[src/rtl/lane_block_striper_if.sv]
// Bundles the stream-side and lane-side signals of lane_block_striper.
// Optional lane_rev exists only when LANE_BLOCK_REVERSAL_EN is defined.
interface lane_block_striper_if #(
    parameter int NUM_LANES = 2,
    parameter int DATA_W    = 8
) ();
    logic                        enable_t;
    logic                        enable_r;
    logic                        tx_transport;
    logic [NUM_LANES*DATA_W-1:0] tx_in;
    logic                        tx_in_valid;
    logic [NUM_LANES*DATA_W-1:0] tx_lanes_out;
    logic                        tx_out_valid;
    logic                        tx_block_start;
    logic                        rx_transport;
    logic [NUM_LANES*DATA_W-1:0] rx_lanes_in;
    logic                        rx_in_valid;
    logic [NUM_LANES*DATA_W-1:0] rx_stream_out;
    logic                        rx_out_valid;
    logic                        rx_block_done;
`ifdef LANE_BLOCK_REVERSAL_EN
    logic                        lane_rev;
`endif

    modport master (
`ifdef LANE_BLOCK_REVERSAL_EN
        output lane_rev,
`endif
        output enable_t, enable_r, tx_transport, tx_in, tx_in_valid,
        output rx_transport, rx_lanes_in, rx_in_valid,
        input  tx_lanes_out, tx_out_valid, tx_block_start,
        input  rx_stream_out, rx_out_valid, rx_block_done
    );

    modport slave (
`ifdef LANE_BLOCK_REVERSAL_EN
        input  lane_rev,
`endif
        input  enable_t, enable_r, tx_transport, tx_in, tx_in_valid,
        input  rx_transport, rx_lanes_in, rx_in_valid,
        output tx_lanes_out, tx_out_valid, tx_block_start,
        output rx_stream_out, rx_out_valid, rx_block_done
    );
endinterface

[src/rtl/lane_block_striper.sv]
// Ping-pong block transposer: stripes stream words onto lanes in GRAN-symbol blocks (TX)
// and merges lane columns back to stream order (RX). Lane reversal: LANE_BLOCK_REVERSAL_EN.
module lane_block_striper #(
    parameter int NUM_LANES = 2,
    parameter int DATA_W    = 8,
    parameter int GRAN      = 4
) (
    input  logic               clk,
    input  logic               rst,
    lane_block_striper_if.slave bus
);
    localparam int N     = NUM_LANES;
    localparam int W     = DATA_W;
    localparam int NW    = N * W;
    localparam int BLK   = N * GRAN;
    localparam int CNT_W = (GRAN > 2) ? $clog2(GRAN) : 1;
    localparam int IDX_W = $clog2(BLK);
    localparam logic [CNT_W-1:0] LAST = CNT_W'(GRAN - 1);

    function automatic logic [NW-1:0] swap_lanes(input logic [NW-1:0] x);
        logic [NW-1:0] r;
        for (int p = 0; p < N; p++) r[p*W +: W] = x[(N-1-p)*W +: W];
        return r;
    endfunction

    logic lane_rev;
`ifdef LANE_BLOCK_REVERSAL_EN
    assign lane_rev = bus.lane_rev;
`else
    assign lane_rev = 1'b0;
`endif

    // ---------------- TX: stream words -> lane columns ----------------
    logic [W-1:0]     tx_buf_q [2][BLK];
    logic [CNT_W-1:0] tx_fill_q, tx_fill_d, tx_col_q, tx_col_d;
    logic             tx_sel_q, tx_sel_d, tx_drain_q, tx_drain_d, tx_rev_q, tx_rev_d;
    logic             tx_mode_q, tx_os_valid_q;
    logic [NW-1:0]    tx_os_q, tx_lanes;
    logic             tx_flip, tx_accept, tx_last;

    assign tx_flip   = bus.tx_transport != tx_mode_q;
    assign tx_accept = bus.tx_in_valid & bus.tx_transport & ~tx_flip;
    assign tx_last   = tx_accept && (tx_fill_q == LAST);

    always_comb begin
        tx_fill_d  = tx_fill_q;
        tx_col_d   = tx_col_q;
        tx_sel_d   = tx_sel_q;
        tx_drain_d = tx_drain_q;
        tx_rev_d   = tx_rev_q;
        if (tx_flip) begin
            tx_fill_d  = '0;
            tx_col_d   = '0;
            tx_drain_d = 1'b0;
        end else begin
            if (tx_accept) tx_fill_d = tx_last ? '0 : tx_fill_q + CNT_W'(1);
            // A completed fill restarts the drain even on the prior block's last column.
            if (tx_last) begin
                tx_sel_d   = ~tx_sel_q;
                tx_drain_d = 1'b1;
                tx_col_d   = '0;
                tx_rev_d   = lane_rev;
            end else if (tx_drain_q) begin
                if (tx_col_q == LAST) begin
                    tx_drain_d = 1'b0;
                    tx_col_d   = '0;
                end else begin
                    tx_col_d = tx_col_q + CNT_W'(1);
                end
            end
        end
    end

    always_ff @(posedge clk) begin
        if (rst || !bus.enable_t) begin
            tx_fill_q     <= '0;
            tx_col_q      <= '0;
            tx_sel_q      <= 1'b0;
            tx_drain_q    <= 1'b0;
            tx_rev_q      <= 1'b0;
            tx_mode_q     <= bus.tx_transport;
            tx_os_q       <= '0;
            tx_os_valid_q <= 1'b0;
            for (int b = 0; b < 2; b++)
                for (int k = 0; k < BLK; k++) tx_buf_q[b][k] <= '0;
        end else begin
            tx_fill_q     <= tx_fill_d;
            tx_col_q      <= tx_col_d;
            tx_sel_q      <= tx_sel_d;
            tx_drain_q    <= tx_drain_d;
            tx_rev_q      <= tx_rev_d;
            tx_mode_q     <= bus.tx_transport;
            tx_os_valid_q <= bus.tx_in_valid & ~bus.tx_transport;
            tx_os_q       <= (bus.tx_in_valid & ~bus.tx_transport) ?
                             (lane_rev ? swap_lanes(bus.tx_in) : bus.tx_in) : '0;
            if (tx_accept)
                for (int j = 0; j < N; j++)
                    tx_buf_q[tx_sel_q][IDX_W'(int'(tx_fill_q) * N + j)] <= bus.tx_in[j*W +: W];
        end
    end

    for (genvar gi = 0; gi < N; gi++) begin : g_tx_lane
        localparam logic [IDX_W-1:0] BASE_F = IDX_W'(gi * GRAN);
        localparam logic [IDX_W-1:0] BASE_R = IDX_W'((N - 1 - gi) * GRAN);
        logic [IDX_W-1:0] idx;
        assign idx = (tx_rev_q ? BASE_R : BASE_F) + IDX_W'(tx_col_q);
        assign tx_lanes[gi*W +: W] = tx_drain_q ? tx_buf_q[~tx_sel_q][idx] : tx_os_q[gi*W +: W];
    end

    assign bus.tx_lanes_out   = tx_lanes;
    assign bus.tx_out_valid   = tx_drain_q | tx_os_valid_q;
    assign bus.tx_block_start = tx_drain_q && (tx_col_q == '0);

    // ---------------- RX: lane columns -> stream words ----------------
    logic [W-1:0]     rx_buf_q [2][BLK];
    logic [CNT_W-1:0] rx_fill_q, rx_fill_d, rx_col_q, rx_col_d;
    logic             rx_sel_q, rx_sel_d, rx_drain_q, rx_drain_d, rx_rev_q, rx_rev_d;
    logic             rx_mode_q, rx_os_valid_q;
    logic [NW-1:0]    rx_os_q, rx_words;
    logic             rx_flip, rx_accept, rx_last, rx_rev_eff;

    assign rx_flip    = bus.rx_transport != rx_mode_q;
    assign rx_accept  = bus.rx_in_valid & bus.rx_transport & ~rx_flip;
    assign rx_last    = rx_accept && (rx_fill_q == LAST);
    // Lane order is taken from the first column and held for the rest of the block.
    assign rx_rev_eff = (rx_fill_q == '0) ? lane_rev : rx_rev_q;

    always_comb begin
        rx_fill_d  = rx_fill_q;
        rx_col_d   = rx_col_q;
        rx_sel_d   = rx_sel_q;
        rx_drain_d = rx_drain_q;
        rx_rev_d   = rx_rev_q;
        if (rx_flip) begin
            rx_fill_d  = '0;
            rx_col_d   = '0;
            rx_drain_d = 1'b0;
        end else begin
            if (rx_accept) begin
                rx_fill_d = rx_last ? '0 : rx_fill_q + CNT_W'(1);
                if (rx_fill_q == '0) rx_rev_d = lane_rev;
            end
            if (rx_last) begin
                rx_sel_d   = ~rx_sel_q;
                rx_drain_d = 1'b1;
                rx_col_d   = '0;
            end else if (rx_drain_q) begin
                if (rx_col_q == LAST) begin
                    rx_drain_d = 1'b0;
                    rx_col_d   = '0;
                end else begin
                    rx_col_d = rx_col_q + CNT_W'(1);
                end
            end
        end
    end

    always_ff @(posedge clk) begin
        if (rst || !bus.enable_r) begin
            rx_fill_q     <= '0;
            rx_col_q      <= '0;
            rx_sel_q      <= 1'b0;
            rx_drain_q    <= 1'b0;
            rx_rev_q      <= 1'b0;
            rx_mode_q     <= bus.rx_transport;
            rx_os_q       <= '0;
            rx_os_valid_q <= 1'b0;
            for (int b = 0; b < 2; b++)
                for (int k = 0; k < BLK; k++) rx_buf_q[b][k] <= '0;
        end else begin
            rx_fill_q     <= rx_fill_d;
            rx_col_q      <= rx_col_d;
            rx_sel_q      <= rx_sel_d;
            rx_drain_q    <= rx_drain_d;
            rx_rev_q      <= rx_rev_d;
            rx_mode_q     <= bus.rx_transport;
            rx_os_valid_q <= bus.rx_in_valid & ~bus.rx_transport;
            rx_os_q       <= (bus.rx_in_valid & ~bus.rx_transport) ?
                             (lane_rev ? swap_lanes(bus.rx_lanes_in) : bus.rx_lanes_in) : '0;
            if (rx_accept)
                for (int p = 0; p < N; p++)
                    rx_buf_q[rx_sel_q][IDX_W'((rx_rev_eff ? (N - 1 - p) : p) * GRAN + int'(rx_fill_q))]
                        <= bus.rx_lanes_in[p*W +: W];
        end
    end

    for (genvar gi = 0; gi < N; gi++) begin : g_rx_byte
        logic [IDX_W-1:0] idx;
        assign idx = IDX_W'(int'(rx_col_q) * N + gi);
        assign rx_words[gi*W +: W] = rx_drain_q ? rx_buf_q[~rx_sel_q][idx] : rx_os_q[gi*W +: W];
    end

    assign bus.rx_stream_out = rx_words;
    assign bus.rx_out_valid  = rx_drain_q | rx_os_valid_q;
    assign bus.rx_block_done = rx_last & ~rst & bus.enable_r;
endmodule

[src/flat_wrapper.sv]
// flat-port wrapper written by rule: the top's interface ports become plain ports
module lane_block_striper_flat 
#(
    parameter int NUM_LANES = 2,
    parameter int DATA_W    = 8,
    parameter int GRAN      = 4
)
  (clk, rst, bus_enable_t, bus_enable_r, bus_tx_transport, bus_tx_in, bus_tx_in_valid, bus_rx_transport, bus_rx_lanes_in, bus_rx_in_valid, bus_tx_lanes_out, bus_tx_out_valid, bus_tx_block_start, bus_rx_stream_out, bus_rx_out_valid, bus_rx_block_done);
  lane_block_striper_if #(.NUM_LANES(NUM_LANES), .DATA_W(DATA_W)) bus_i ();
  input  logic clk;
  input  logic rst;
  input wire logic [$bits(bus_i.enable_t)-1:0] bus_enable_t;
  input wire logic [$bits(bus_i.enable_r)-1:0] bus_enable_r;
  input wire logic [$bits(bus_i.tx_transport)-1:0] bus_tx_transport;
  input wire logic [$bits(bus_i.tx_in)-1:0] bus_tx_in;
  input wire logic [$bits(bus_i.tx_in_valid)-1:0] bus_tx_in_valid;
  input wire logic [$bits(bus_i.rx_transport)-1:0] bus_rx_transport;
  input wire logic [$bits(bus_i.rx_lanes_in)-1:0] bus_rx_lanes_in;
  input wire logic [$bits(bus_i.rx_in_valid)-1:0] bus_rx_in_valid;
  output wire logic [$bits(bus_i.tx_lanes_out)-1:0] bus_tx_lanes_out;
  output wire logic [$bits(bus_i.tx_out_valid)-1:0] bus_tx_out_valid;
  output wire logic [$bits(bus_i.tx_block_start)-1:0] bus_tx_block_start;
  output wire logic [$bits(bus_i.rx_stream_out)-1:0] bus_rx_stream_out;
  output wire logic [$bits(bus_i.rx_out_valid)-1:0] bus_rx_out_valid;
  output wire logic [$bits(bus_i.rx_block_done)-1:0] bus_rx_block_done;
  assign bus_i.enable_t = bus_enable_t;
  assign bus_i.enable_r = bus_enable_r;
  assign bus_i.tx_transport = bus_tx_transport;
  assign bus_i.tx_in = bus_tx_in;
  assign bus_i.tx_in_valid = bus_tx_in_valid;
  assign bus_i.rx_transport = bus_rx_transport;
  assign bus_i.rx_lanes_in = bus_rx_lanes_in;
  assign bus_i.rx_in_valid = bus_rx_in_valid;
  assign bus_tx_lanes_out = bus_i.tx_lanes_out;
  assign bus_tx_out_valid = bus_i.tx_out_valid;
  assign bus_tx_block_start = bus_i.tx_block_start;
  assign bus_rx_stream_out = bus_i.rx_stream_out;
  assign bus_rx_out_valid = bus_i.rx_out_valid;
  assign bus_rx_block_done = bus_i.rx_block_done;
  lane_block_striper #(.NUM_LANES(NUM_LANES), .DATA_W(DATA_W), .GRAN(GRAN)) u_core (.clk(clk), .rst(rst), .bus(bus_i));
endmodule
[config.mk]
export PLATFORM = sky130hd
export DESIGN_NAME = lane_block_striper_flat
export DESIGN_NICKNAME = d
export VERILOG_FILES = /design/src/rtl/lane_block_striper_if.sv /design/src/rtl/lane_block_striper.sv /design/src/flat_wrapper.sv
export SDC_FILE = /design/constraint.sdc
export NUM_CORES = 1
export LEC_CHECK = 0
export CORE_MARGIN = 2
export CORE_UTILIZATION = 40
export CTS_BUF_LIST = sky130_fd_sc_hd__clkbuf_8
export DETAILED_ROUTE_END_ITERATION = 8
export PLACE_DENSITY = 0.58
export SYNTH_ARGS = -nofsm -noshare
export SYNTH_HDL_FRONTEND = slang
export SYNTH_SLANG_ARGS = --single-unit
[constraint.sdc]
create_clock -name clk -period 5.4 [get_ports clk]
set_clock_uncertainty 0.05 [all_clocks]
set_input_delay 1.08 -clock clk [delete_from_list [all_inputs] [get_ports clk]]
set_output_delay 1.08 -clock clk [all_outputs]
set_load 0.05 [all_outputs]
---- Word-level counts from Yosys, hierarchy flattened ----
Memory sizes are Yosys's and may differ from the RTL's.
Cells that the tools add are included.
operators by class
  bitwise operators ....................... 155
  multiplexer cells ....................... 183
  $lt $le $gt $ge ......................... 12
  $add $sub $neg .......................... 9
  reductions and logical operators ........ 24
  equal/unequal tests ..................... 6
operator list
  kind                                                                                 count
  64-bit two-way mux                                                                   8
  1-bit two-way mux                                                                    147
  1-bit bitwise OR                                                                     130
  8-bit two-way mux                                                                    16
  64-bit OR reduction                                                                  2
  8-bit binary-select mux with 3-bit select                                            4
  8-bit demux with 3-bit select                                                        4
  3-bit by 4-bit greater-or-equal comparator with 1-bit output, second input constant  4
  4-bit greater-or-equal comparator, second input constant                             4
  3-bit by 1-bit < comparator with 1-bit output, second input constant                 4
  3-bit inverter                                                                       4
  3-bit inverter with 4-bit output                                                     3
  1-bit inverter                                                                       9
  2-bit by 1-bit adder with 2-bit output, second input constant                        4
  1-bit AND                                                                            8
  2-bit equality test, second input constant                                           4
  2-bit two-way mux                                                                    4
  2-bit OR reduction                                                                   4
  1-bit logical AND                                                                    7
  3-bit by 1-bit adder with 3-bit output, second input constant                        2
  3-bit adder                                                                          2
  2-bit AND reduction                                                                  3
  3-bit OR reduction                                                                   2
  2-bit logical NOT                                                                    2
  5 further kinds                                                                      8
storage, ports and cells
  register bits ........................... 49
  memory bits (writable) .................. 256
  logic and storage cells ................. 406
  memories ................................ 2
memory list
  name             depth  width  read ports  clocked after memory_dff  wr ports  line                       text
  u_core.rx_buf_q  2      64     1           0                         2         lane_block_striper.sv:115  logic [W-1:0] rx_buf_q [2][BLK];
  u_core.tx_buf_q  2      64     1           0                         2         lane_block_striper.sv:34   logic [W-1:0] tx_buf_q [2][BLK];

---- Depth between registers and ports, before layout ----
  word-level depth ........................ 13
  depth in mapped cells ................... 8
  depth with buffers taken out ............ 5

---- Worst setup path after synthesis ----
OpenSTA, ideal clock, no wires.
  kind .................................... input to register
  from .................................... input port bus_tx_transport
  to ...................................... memory u_core.tx_buf_q[0][0] in the netlist's numbering (enable)
  arrival time ............................ 2.944 ns
  buffers on the path ..................... 2
  path slack .............................. 1.995 ns
  required time ........................... 4.939 ns
  library setup time ...................... 0.411 ns
  cell stages on the path ................. 5
  cells stage by stage .................... buf_2 and4_1 buf_2 nand2_2 o21ai_0
RTL lines
  what                line                      text
  start: declaration  flat_wrapper.sv:14        input wire logic [$bits(bus_i.tx_transport)-1:0] bus_tx_transport;
  end: declaration    lane_block_striper.sv:34

---- Final worst setup path ----
  from .................................... register u_core.tx_sel_q
  to ...................................... output port bus_tx_lanes_out[6]
between the ends
  word-level cells in the longest chain between the ends .. 6
RTL lines
  what                                                   line                       text
  start: declaration                                     lane_block_striper.sv:36   logic tx_sel_q, tx_sel_d, tx_drain_q, tx_drain_d, tx_rev_q, tx_rev_d;
  start signal: assignment                               lane_block_striper.sv:89   tx_sel_q <= tx_sel_d;
  1-bit inverter                                         lane_block_striper.sv:107  assign tx_lanes[gi*W +: W] = tx_drain_q ? tx_buf_q[~tx_sel_q][idx] : tx_os_q[gi*W +: W];
  memory 2 x 64 bit                                      -
  8-bit binary-select mux with 3-bit select              lane_block_striper.sv:107
  8-bit two-way mux (implied by the code) (2 in series)  lane_block_striper.sv:107
  8-bit two-way mux                                      lane_block_striper.sv:107
  end: declaration                                       flat_wrapper.sv:20         output wire logic [$bits(bus_i.tx_lanes_out)-1:0] bus_tx_lanes_out;
Every way passes these cells. The select of a mux whose other input is x is not followed.

==> insert_results.sql <==
INSERT INTO impl_metrics (metric_group, metric, value, unit) VALUES
('synth', 'syn_area_per_cell', '12.6', 'µm²'),
('global_routing', 'grt_antenna_before_repair', '0', ''),
('setup_path', 'setup.worst_path.end_class', 'output pin', ''),
('timing', 'timing.final.crit_period', '4550', 'ps'),
('route', 'detail_route.wl_per_cell', '23.8', 'µm'),
('global_routing', 'grt_overflow_total', '0', ''),
('power', 'power_frac_comb', '0.061', ''),
('synth', 'synth-edff-count', '256', ''),
('clock_tree', 'cts_num_sinks', '305', ''),
('worst_hold_path', 'worstHoldPathType', 'reg -> reg', ''),
('timing', 'finalHoldViolations', '0', ''),
('synth', 'yosysWarnings', '0', ''),
('floorplanning', 'rows', '70', ''),
('route', 'drc', '0', ''),
('placed_design', 'detailedPlacementHpwl', '26200', 'µm'),
('timing', 'finalHoldWorstSlack', '452', 'ps'),
('clock_tree', 'cts_hold_buffers', '0', ''),
('finish', 'mostFrequentLayoutCell', 'sky130_fd_sc_hd__edfxtp_1', ''),
('setup_path', 'critPathArrivalTime', '3420', 'ps'),
('global_routing', 'gr-usage-all-layers', '0.221', ''),
('route', 'pre_repair_dr_iteration_count', '6', ''),
('timing', 'unrepaired_setup_endpoints_after_global_routing', 'false', ''),
('floorplanning', 'die_width', '196', 'µm'),
('synth', 'synth.distinct_cells', '56', ''),
('power', 'netSwitchingFraction', '0.247', ''),
('clock_tree', 'clk_pin_slew', '60', 'ps'),
('timing', 'final.period_utilization', '0.843', ''),
('clock_tree', 'clock_tree.buffer_depth', '3', ''),
('finish', 'post_route_cells_drive_above_1_share', '0.157', ''),
('clock_tree', 'cts_buf_count', '53', ''),
('setup_path', 'timing.setup.critical_path_class', 'reg -> out', ''),
('setup_path', 'cp_max_fo', '26', ''),
('clock_tree', 'cts-resized-gates', '0', ''),
('power', 'static-leakage-power', '5.90', 'nW'),
('synth', 'postSynth.topFlopCell', 'sky130_fd_sc_hd__edfxtp_1', ''),
('clock_tree', 'htree_num_levels', '2', ''),
('synth', 'synth_seq_area_share', '0.591', ''),
('global_routing', 'grt_pass1_vias', '10400', ''),
('synth', 'synth-async-reset-ratio', '0', ''),
('power', 'portion_of_total_power_attributed_to_the_clock_network', '0.398', ''),
('power', 'net-switching-power', '1.22', 'mW'),
('finish', 'syn_to_final_growth', '14.0', '%'),
('finish', 'highest_count_cells_in_the_layout_ignoring_fill_and_taps', '256 x sky130_fd_sc_hd__edfxtp_1, 119 x sky130_fd_sc_hd__a21oi_1, 95 x sky130_fd_sc_hd__nor2_1', ''),
('run_status', 'status', 'finished clean', ''),
('floorplanning', 'die_y', '196', 'µm'),
('power', 'cell_internal_pwr', '3.74', 'mW'),
('finish', 'fillCellCount', '3363', ''),
('power', 'ir_worst_vdd', '0.168', 'mV'),
('job', 'cap_viol_max_count', '0', ''),
('synth', 'postSynthCellCount', '1160', ''),
('route', 'drt.antenna.violating_nets', '0', ''),
('power', 'power_density', '297', 'nW/µm²'),
('timing', 'timing.final.setup_violations', '0', ''),
('synth', 'ys_seq_elements', '305', ''),
('synth', 'synth_cell_area', '14700', 'µm²'),
('clock_tree', 'clockRootBuffer', 'sky130_fd_sc_hd__clkbuf_8', ''),
('timing', 'slew-limit-headroom', '0.156', ''),
('clock_tree', 'tritoncts', 'yes', ''),
('floorplanning', 'initial_core_util', '0.404', ''),
('power', 'pwr-share-seq', '0.540', ''),
('finish', 'nets', '1280', ''),
('clock_tree', 'clk_latency', '630', 'ps'),
('timing', 'timing_worst_slew_pin_value', '1260', 'ps'),
('timing', 'max_freq', '0.220', 'GHz'),
('floorplanning', 'die_area', '38200', 'µm²'),
('placed_design', 'pre_cts_ws', '1100', 'ps'),
('placed_design', 'io_buffer_count', '75', ''),
('route', 'via_count', '10100', ''),
('route', 'drt-initial-drc-count', '1012', ''),
('placed_design', 'finalWeightedCongestion', '0.834', ''),
('global_routing', 'grt_pass1_wl', '63400', 'µm'),
('floorplanning', 'io_pins', '76', ''),
('timing', 'setup_tns', '0', 'ps'),
('route', 'routed_wirelength', '41400', 'µm'),
('route', 'detail_route.vias_per_cell', '5.79', ''),
('setup_path', 'start_kind', 'register', ''),
('global_routing', 'grt_max_degree', '48', ''),
('timing', 'finalMaxSlewViolations', '0', ''),
('floorplanning', 'floorplan_core_area', '36300', 'µm²'),
('timing', 'finalWorstSetupSlack', '848', 'ps'),
('setup_path', 'worst_ep_required_time', '4270', 'ps'),
('clock_tree', 'post_cts_setup_repair_buffer_count', '0', '');
==> registers in the layout (all words and copies together), names as in the netlist, 2 cells and up <==
| name | cells |
|---|---|
| u_core.rx_os_q | 16 |
| u_core.rx_buf_q | 128 |
| u_core.rx_col_q | 2 |
| u_core.tx_fill_q | 2 |
| u_core.tx_os_q | 16 |
| u_core.tx_buf_q | 128 |
| u_core.tx_col_q | 2 |
| u_core.rx_fill_q | 2 |
==> critical path, stage by stage, from the launching register on <==
cell	delay [ps]
sky130_fd_sc_hd__dfxtp_2	880
sky130_fd_sc_hd__buf_4	380
sky130_fd_sc_hd__mux4_2	530
sky130_fd_sc_hd__nand2_1	100
sky130_fd_sc_hd__a31oi_1	120
sky130_fd_sc_hd__clkdlybuf4s50_1	780
==> cell type report <==
type | instances | area, µm² | share of cell area
tap | 468 | 586 | 0.0350
multi-input combinational | 736 | 5390 | 0.322
timing repair buffer | 109 | 1010 | 0.0602
inverter | 25 | 93.8 | 0.00561
clock buffer | 54 | 743 | 0.0444
sequential | 305 | 8670 | 0.519
antenna | 1 | 2.50 | 0.000150
clock inverter | 45 | 230 | 0.0138
==> final timing paths <==
path	startpoint	to	slack (ps)	depth (start not counted)
worst max-delay path	u_core.tx_sel_q	bus_tx_lanes_out[6]	850	5
worst min register to register	u_core.rx_rev_q	u_core.rx_rev_q	450	2
worst min-delay path	u_core.rx_rev_q	u_core.rx_rev_q	450	2
worst max register to register	u_core.rx_fill_q[0]	u_core.rx_buf_q[0][58]	2170	7
==> power groups by stage <==
stage / clock network (mW) / logic [mW] / registers, mW
2_1_floorplan: 0 / 0.175 / 2.71
3_3_place_gp: 0 / 0.299 / 2.73
3_5_place_dp: 0 / 0.302 / 2.73
4_1_cts: 2.02 / 0.303 / 2.68
5_1_grt: 2.11 / 0.323 / 2.69
6_report: 1.98 / 0.305 / 2.68
==> metal layers <==
metal	vias to the layer above	wire length, µm	GRT usage
li1	4529	-	-
met1	4991	16500	0.280
met2	474	20700	0.377
met3	90	2890	0.0361
met4	0	1370	0.0919
met5	-	0	0
==> logic make-up (layout without fill, tap and decap cells) <==
group                      count (synthesis)  after routing  share of synthesized area
other                                      1             25                   0.000256
AOI/OAI and AO/OA                        239            239                     0.0992
muxes                                     84             84                      0.112
buffers and inverters                    142            233                     0.0484
DFF                                      305            305                      0.591
and+or+nand+nor                          375            375                      0.139
adders and majority gates                 10             10                    0.00853
xor gates and xnor gates                   4              4                    0.00239
==> through the flow <==
stage	instances	total power [mW]	area [µm²]	util
2_1_floorplan	1183	2.89	14800	-
3_3_place_gp	1643	3.03	15700	0.433
3_5_place_dp	1643	3.03	15700	0.433
4_1_cts	1742	5.00	16700	0.460
5_1_grt	1742	5.12	16700	0.460
6_report	1743	4.96	16700	0.460
==> synth_stat cells, types with 31 or more instances <==
cell type	count	share of area
sky130_fd_sc_hd__and2_1	84	0.036
sky130_fd_sc_hd__nand2_1	62	0.016
sky130_fd_sc_hd__edfxtp_1	256	0.52
sky130_fd_sc_hd__o31ai_1	66	0.034
sky130_fd_sc_hd__buf_2	47	0.016
sky130_fd_sc_hd__clkbuf_1	31	0.0079
sky130_fd_sc_hd__a21oi_1	119	0.041
sky130_fd_sc_hd__dfxtp_1	49	0.067
sky130_fd_sc_hd__nor2_1	96	0.025
sky130_fd_sc_hd__mux4_2	64	0.098
sky130_fd_sc_hd__nand4_1	67	0.029
Note: power is estimated with default switching activity, not from simulation.
